--- src/rtl/sprite_pkg.sv ---
// Shared types and constants for the sprite blitter (colour type, key colour, FSM states).
// Optional colour keying is enabled by defining SPRITE_TRANSPARENT_KEY_EN.
package sprite_pkg;

  typedef logic [15:0] rgb565_t;

  localparam rgb565_t KEY_COLOR    = 16'hFFFF;
  localparam int      DEF_SCREEN_W = 320;
  localparam int      DEF_SCREEN_H = 240;

  typedef enum logic [1:0] {
    IDLE,
    FETCH,
    WRITE,
    DONE
  } blit_state_e;

endpackage

--- src/rtl/sprite_blitter_if.sv ---
// Framebuffer write port: blitter is master, framebuffer is slave (valid/ready).
interface sprite_blitter_if
  import sprite_pkg::*;
#(
  parameter int FB_AW = 17
) ();

  logic             fb_valid;
  logic             fb_ready;
  logic [FB_AW-1:0] fb_addr;
  rgb565_t          fb_data;

  modport master (output fb_valid, output fb_addr, output fb_data, input fb_ready);
  modport slave  (input fb_valid, input fb_addr, input fb_data, output fb_ready);

endinterface

--- src/rtl/blit_clip.sv ---
// Screen-space position, on-screen test and framebuffer address for one sprite pixel.
// Latency: purely combinational.
// Backpressure: none; the caller decides when the result is used.
module blit_clip
  import sprite_pkg::*;
#(
  parameter int SCREEN_W = DEF_SCREEN_W,
  parameter int SCREEN_H = DEF_SCREEN_H,
  parameter int FB_AW    = 17
) (
  input  logic signed [9:0] pos_x,
  input  logic signed [9:0] pos_y,
  input  logic        [8:0] col,
  input  logic        [8:0] row,
  output logic              on_screen,
  output logic [FB_AW-1:0]  addr
);

  localparam logic [10:0] SW = 11'(SCREEN_W);
  localparam logic [10:0] SH = 11'(SCREEN_H);

  logic [10:0] sx;
  logic [10:0] sy;

  // 11 bits holds pos (-512..511) plus offset (0..511) without overflow.
  assign sx = {pos_x[9], pos_x} + {2'b00, col};
  assign sy = {pos_y[9], pos_y} + {2'b00, row};

  assign on_screen = !sx[10] && !sy[10] && (sx < SW) && (sy < SH);

  // Only meaningful when on_screen; the product wraps modulo 2^FB_AW.
  assign addr = FB_AW'(sy[9:0]) * FB_AW'(SCREEN_W) + FB_AW'(sx[9:0]);

endmodule

--- src/rtl/sprite_blitter.sv ---
// Copies a ROM sprite to the framebuffer at a signed position, clipping (and keying if SPRITE_TRANSPARENT_KEY_EN).
// Latency: 1 cycle per skipped pixel, 2 per written pixel with ready high, +1 cycle DONE.
// Backpressure: fb_valid/addr/data held stable in WRITE until fb_ready; start ignored while busy.
module sprite_blitter
  import sprite_pkg::*;
#(
  parameter int SCREEN_W = DEF_SCREEN_W,
  parameter int SCREEN_H = DEF_SCREEN_H,
  parameter int PIX_AW   = 17,
  parameter int FB_AW    = 17
) (
  input  logic               clk,
  input  logic               rst_n,
  input  logic               start,
  input  logic signed [9:0]  pos_x,
  input  logic signed [9:0]  pos_y,
  input  logic        [8:0]  spr_width,
  input  logic        [8:0]  spr_height,
  output logic [PIX_AW-1:0]  spr_pixel,
  input  rgb565_t            spr_color,
  output logic               busy,
  output logic               done,
  sprite_blitter_if.master   fb
);

  blit_state_e       state;
  logic signed [9:0] px_r;
  logic signed [9:0] py_r;
  logic [8:0]        w_r;
  logic [8:0]        h_r;
  logic [8:0]        row;
  logic [8:0]        col;
  logic [8:0]        row_nxt;
  logic [8:0]        col_nxt;
  logic              last_col;
  logic              last_pix;
  logic              on_screen;
  logic              keyed;
  logic              visible;
  logic [FB_AW-1:0]  clip_addr;
  logic              fb_valid_r;
  logic [FB_AW-1:0]  fb_addr_r;
  rgb565_t           fb_data_r;

  blit_clip #(
    .SCREEN_W (SCREEN_W),
    .SCREEN_H (SCREEN_H),
    .FB_AW    (FB_AW)
  ) u_clip (
    .pos_x     (px_r),
    .pos_y     (py_r),
    .col       (col),
    .row       (row),
    .on_screen (on_screen),
    .addr      (clip_addr)
  );

`ifdef SPRITE_TRANSPARENT_KEY_EN
  assign keyed = (spr_color == KEY_COLOR);
`else
  assign keyed = 1'b0;
`endif

  assign visible  = on_screen && !keyed;
  assign last_col = (col == w_r - 9'd1);
  assign last_pix = last_col && (row == h_r - 9'd1);

  always_comb begin
    col_nxt = col + 9'd1;
    row_nxt = row;
    if (last_col) begin
      col_nxt = '0;
      row_nxt = row + 9'd1;
    end
  end

  assign fb.fb_valid = fb_valid_r;
  assign fb.fb_addr  = fb_addr_r;
  assign fb.fb_data  = fb_data_r;

  always_ff @(posedge clk or negedge rst_n) begin
    if (!rst_n) begin
      state      <= IDLE;
      px_r       <= '0;
      py_r       <= '0;
      w_r        <= '0;
      h_r        <= '0;
      row        <= '0;
      col        <= '0;
      spr_pixel  <= '0;
      fb_valid_r <= 1'b0;
      fb_addr_r  <= '0;
      fb_data_r  <= '0;
      busy       <= 1'b0;
      done       <= 1'b0;
    end else begin
      done <= 1'b0;
      case (state)
        IDLE: begin
          if (start) begin
            px_r      <= pos_x;
            py_r      <= pos_y;
            w_r       <= spr_width;
            h_r       <= spr_height;
            row       <= '0;
            col       <= '0;
            spr_pixel <= '0;
            busy      <= 1'b1;
            if (spr_width == 9'd0 || spr_height == 9'd0) begin
              state <= DONE;
              done  <= 1'b1;
            end else begin
              state <= FETCH;
            end
          end
        end
        FETCH: begin
          // spr_color is valid now because spr_pixel was registered last cycle.
          if (visible) begin
            fb_addr_r  <= clip_addr;
            fb_data_r  <= spr_color;
            fb_valid_r <= 1'b1;
            state      <= WRITE;
          end else if (last_pix) begin
            state <= DONE;
            done  <= 1'b1;
          end else begin
            col       <= col_nxt;
            row       <= row_nxt;
            spr_pixel <= spr_pixel + PIX_AW'(1);
          end
        end
        WRITE: begin
          if (fb.fb_ready) begin
            fb_valid_r <= 1'b0;
            if (last_pix) begin
              state <= DONE;
              done  <= 1'b1;
            end else begin
              col       <= col_nxt;
              row       <= row_nxt;
              spr_pixel <= spr_pixel + PIX_AW'(1);
              state     <= FETCH;
            end
          end
        end
        DONE: begin
          state <= IDLE;
          busy  <= 1'b0;
        end
        default: begin
          state <= IDLE;
          busy  <= 1'b0;
        end
      endcase
    end
  end

endmodule

--- src/flat_wrapper.sv ---
// flat-port wrapper written by rule: the top's interface ports become plain ports
module sprite_blitter_flat import sprite_pkg::*;
#(
  parameter int SCREEN_W = DEF_SCREEN_W,
  parameter int SCREEN_H = DEF_SCREEN_H,
  parameter int PIX_AW   = 17,
  parameter int FB_AW    = 17
)
  (clk, rst_n, start, pos_x, pos_y, spr_width, spr_height, spr_pixel, spr_color, busy, done, fb_fb_valid, fb_fb_addr, fb_fb_data, fb_fb_ready);
  sprite_blitter_if #(.FB_AW(FB_AW)) fb_i ();
  input  logic clk;
  input  logic rst_n;
  input  logic start;
  input  logic signed [9:0] pos_x;
  input  logic signed [9:0] pos_y;
  input  logic        [8:0] spr_width;
  input  logic        [8:0] spr_height;
  output logic [PIX_AW-1:0] spr_pixel;
  input  rgb565_t spr_color;
  output logic busy;
  output logic done;
  output wire logic [$bits(fb_i.fb_valid)-1:0] fb_fb_valid;
  output wire logic [$bits(fb_i.fb_addr)-1:0] fb_fb_addr;
  output wire logic [$bits(fb_i.fb_data)-1:0] fb_fb_data;
  input wire logic [$bits(fb_i.fb_ready)-1:0] fb_fb_ready;
  assign fb_fb_valid = fb_i.fb_valid;
  assign fb_fb_addr = fb_i.fb_addr;
  assign fb_fb_data = fb_i.fb_data;
  assign fb_i.fb_ready = fb_fb_ready;
  sprite_blitter #(.SCREEN_W(SCREEN_W), .SCREEN_H(SCREEN_H), .PIX_AW(PIX_AW), .FB_AW(FB_AW)) u_core (.clk(clk), .rst_n(rst_n), .start(start), .pos_x(pos_x), .pos_y(pos_y), .spr_width(spr_width), .spr_height(spr_height), .spr_pixel(spr_pixel), .spr_color(spr_color), .busy(busy), .done(done), .fb(fb_i));
endmodule
--- config.mk ---
export PLATFORM = sky130hd
export DESIGN_NAME = sprite_blitter_flat
export DESIGN_NICKNAME = d
export VERILOG_FILES = /design/src/rtl/sprite_pkg.sv /design/src/rtl/sprite_blitter_if.sv /design/src/rtl/blit_clip.sv /design/src/rtl/sprite_blitter.sv /design/src/flat_wrapper.sv
export SDC_FILE = /design/constraint.sdc
export NUM_CORES = 1
export LEC_CHECK = 0
export CELL_PAD_IN_SITES_DETAIL_PLACEMENT = 1
export CELL_PAD_IN_SITES_GLOBAL_PLACEMENT = 2
export CORE_ASPECT_RATIO = 1.2
export CORE_MARGIN = 4
export CORE_UTILIZATION = 25
export DETAILED_ROUTE_END_ITERATION = 8
export PLACE_DENSITY_LB_ADDON = 0.1
export SYNTH_ARGS = -nofsm -noshare
export SYNTH_HDL_FRONTEND = slang
export SYNTH_SLANG_ARGS = --single-unit
--- constraint.sdc ---
create_clock -name clk -period 5 [get_ports clk]
set_input_delay 1.5 -clock clk [delete_from_list [all_inputs] [get_ports clk]]
set_output_delay 1.5 -clock clk [all_outputs]
set_load 0.005 [all_outputs]
==> run metrics <==
Syn Std Cell Area=7239 um^2; layout cells sized above 1=0.1029; XOR/XNOR Fraction of Synth Area=0.05634; simple logic cell fraction of the synthesized area=0.1742; Vias/cell=~5.0; Bufs on Longest Clock Path=2; PD cells=761.9 nW/um^2; Post-route DRC=0; most frequent cell after synthesis=dfrtp_1; cell taking the most area after synthesis=dfrtp_1; number of fill cells=3,285; post-synth net total=837; Syn Area/Cell=9.917 um^2; HPWL Detailed=16,520 um; final hold violations=0; post-synthesis sequential area ratio=0.3837; Clock Tree Root=clkbuf_16; largest net degree at the start of global routing=74; asr flop ratio synth=1.000; Hold WC Path Type=flop to flop; Die H=~190 um; leakage=0.003825 uW; Setup TNS Final=0 ns; Area Growth Syn to Fin=24.75%; post-cts sizing count=0; Antenna diodes=0; FMAX=233.9 MHz; Final setup violation count=0; Mapped Cells=between 700 and 800; CTS clk-pin slew, worst paths=0.08 ns; vias in the first global route=6,763; first-pass GRT wire length=36,090 um; Peak VDD IR=349.3 uV; final hold slack=roughly 0.48 ns; top post-synthesis cells by count=dfrtp_1 (111), nand2_1 (53), ha_1 (45); antenna violations before repair=0; # Post-CTS Setup Buffers=0; GRT overflow=0; Tot Pwr=6881 uW; actual slew at the worst max-slew pin=approximately 1.0 ns; r2r startpoint=u_core.row[0]; ranking of synthesized cells by area=dfrtp_1 (38%), ha_1 (7.8%), mux2_2 (6.8%), mux2_1 (3.6%), o21ai_0 (3.0%); Core Footprint=28,670 um^2; hold_buf cts=0; unrepaired setup endpoints after global routing=false; final slew viol count=0; via count=6,073; Core Rows=68; final WL=22,180 um; critical path arrival=4.53 ns; Worst Path Max Fanout=6; Post-DRT Antenna Nets=0; Final Cell Area=around 9000 um^2; clk_skew=0.008091 ns; fin crit period=4.276 ns; HP Start=u_core.fb.fb_addr[7]; yosys synthesis warning count=0; largest family of logic cells by synthesized area=simple AND/OR/NAND/NOR gates; Req. time, crit path=5.25 ns; Layout Nets=938; mux share of post-synthesis cell area=0.1084; post-synthesis compound-gate area fraction=0.1528; Netlist cell types=69; die area=approximately 32,000 um^2; clk sinks=approximately 110; Startpoint Class=flop; First-pass DRT Iterations=4; Die Wd=between 150 and 200 um; Global Route Usage Sum=0.1414; number of I/O pins=111; CTS tree=built; relative slew slack=0.3335; critical path launch point=u_core.row[0]; number of register bits inferred by synthesis=111; WL/cell=18.17 um; period utilization=0.8551; Post-synth top flop=dfrtp_1; initial core utilization=0.2525; Final Wtd Congestion=0.7773; share of Yosys cell area claimed by the top area cell type=0.3837; CP endpoint kind=flop; DP Area=between 8000 and 9000 um^2; outcome=finished clean; H-Tree Depth=3; TritonCTS Buffers=9; EDFF count, synth=0; Clk Latency, worst-skew pair=0.37 ns; MaxCap Viol Count=0; adder-cell share of the synthesized area=0.08884; Starting DRT DRC Count=174; CP Class=flop to flop; number of port buffers=110
==> metrics by stage <==
step	setup slack, ns	cells	utilization
6_report	0.7244	1221	0.3150
4_1_cts	0.6730	1221	0.3150
3_3_place_gp	0.8259	1205	0.3055
3_5_place_dp	0.6987	1205	0.3055
5_1_grt	0.2779	1221	0.3150
2_1_floorplan	1.106	730	-
==> placed cells by master (no fill, tap or decap), types with 10 or more instances in the layout <==
cell type | synthesis | final
xor2_1 | 20 | 20
nand2_1 | 53 | 53
nand3b_1 | 12 | 12
o21ai_0 | 43 | 43
nor4_1 | 11 | 11
mux2_2 | 44 | 44
mux2_1 | 23 | 23
clkdlybuf4s50_1 | 0 | 109
xnor2_1 | 24 | 24
inv_1 | 31 | 31
ha_1 | 45 | 45
and3_1 | 17 | 17
nand3_1 | 30 | 30
a21oi_1 | 31 | 31
o31ai_1 | 10 | 10
buf_4 | 1 | 12
or4_1 | 10 | 10
nand2b_1 | 11 | 11
dfrtp_1 | 111 | 111
nor3_1 | 13 | 13
nor2_1 | 26 | 26
==> worst max-delay path: stages (launching register included) <==
cell and delay (ns):
dfrtp_1 0.46, ha_1 0.23, inv_1 0.06, fa_1 0.39, nand2b_1 0.19, a21boi_0 0.22
o21ai_0 0.12, and2_1 0.18, ha_1 0.30, inv_1 0.06, fa_1 0.45, nor2b_1 0.18
o21ai_0 0.10, a2bb2oi_1 0.24, and3_1 0.24, nand3_1 0.10, xnor3_1 0.34, mux2_1 0.29
==> per-layer routing <==
metal / global-route usage / vias to the layer above / routed length, um
li1: - / 2895 / -
met1: 0.1691 / 3074 / 9577
met2: 0.2620 / 93 / 11700
met3: 0.02354 / 11 / 678
met4: 0.03325 / 0 / 222
met5: 0 / - / 0
==> worst paths after layout <==
check | slack, ns | cells past startpoint | end
worst max-delay path | 0.72 | 17 | u_core.fb.fb_addr[16]
min in group asynchronous | 1.30 | 1 | u_core.fb.fb_addr[16]
max in group asynchronous | 2.79 | 2 | u_core.fb.fb_valid
worst min register to register | 0.48 | 2 | u_core.fb.fb_addr[7]
worst max register to register | 0.72 | 17 | u_core.fb.fb_addr[16]
worst min-delay path | 0.48 | 2 | u_core.fb.fb_addr[7]
==> layout make-up <==
class / instances / area (um^2) / area share
clock buffers: 9 / 225.2 / 0.02494
clock inverters: 7 / 46.29 / 0.005126
inverters: 31 / 116.4 / 0.01288
multi-input cells: 557 / 4203 / 0.4654
flip-flops and latches: 111 / 2778 / 0.3076
well taps: 385 / 481.7 / 0.05334
repair buffers: 121 / 1181 / 0.1308
==> logic make-up (layout without fill, tap and decap cells) <==
kind of cell,after synthesis,in the layout
buf+inv,62,168
compound gates,164,164
simple gates,229,229
fa+ha+maj,49,49
flops,111,111
xor+xnor,45,45
mux,70,70
==> where the power goes <==
group	internal, uW	leakage, uW	switching, uW	total, uW
combinational	2130	0.00227	2370	4500
clock	340	0.000140	370	711
sequential	1280	0.00141	398	1670
total	3740	0.00382	3140	6880
==> flip-flops by register name (all words and copies together) (netlist names), 2 cells and up <==
register,flops
u_core.state,2
u_core.fb.fb_data,16
u_core.px_r,10
u_core.spr_pixel,17
u_core.w_r,9
u_core.py_r,10
u_core.fb.fb_addr,17
u_core.h_r,9
u_core.col,9
u_core.row,9
Note: power is estimated with default switching activity, not from simulation.
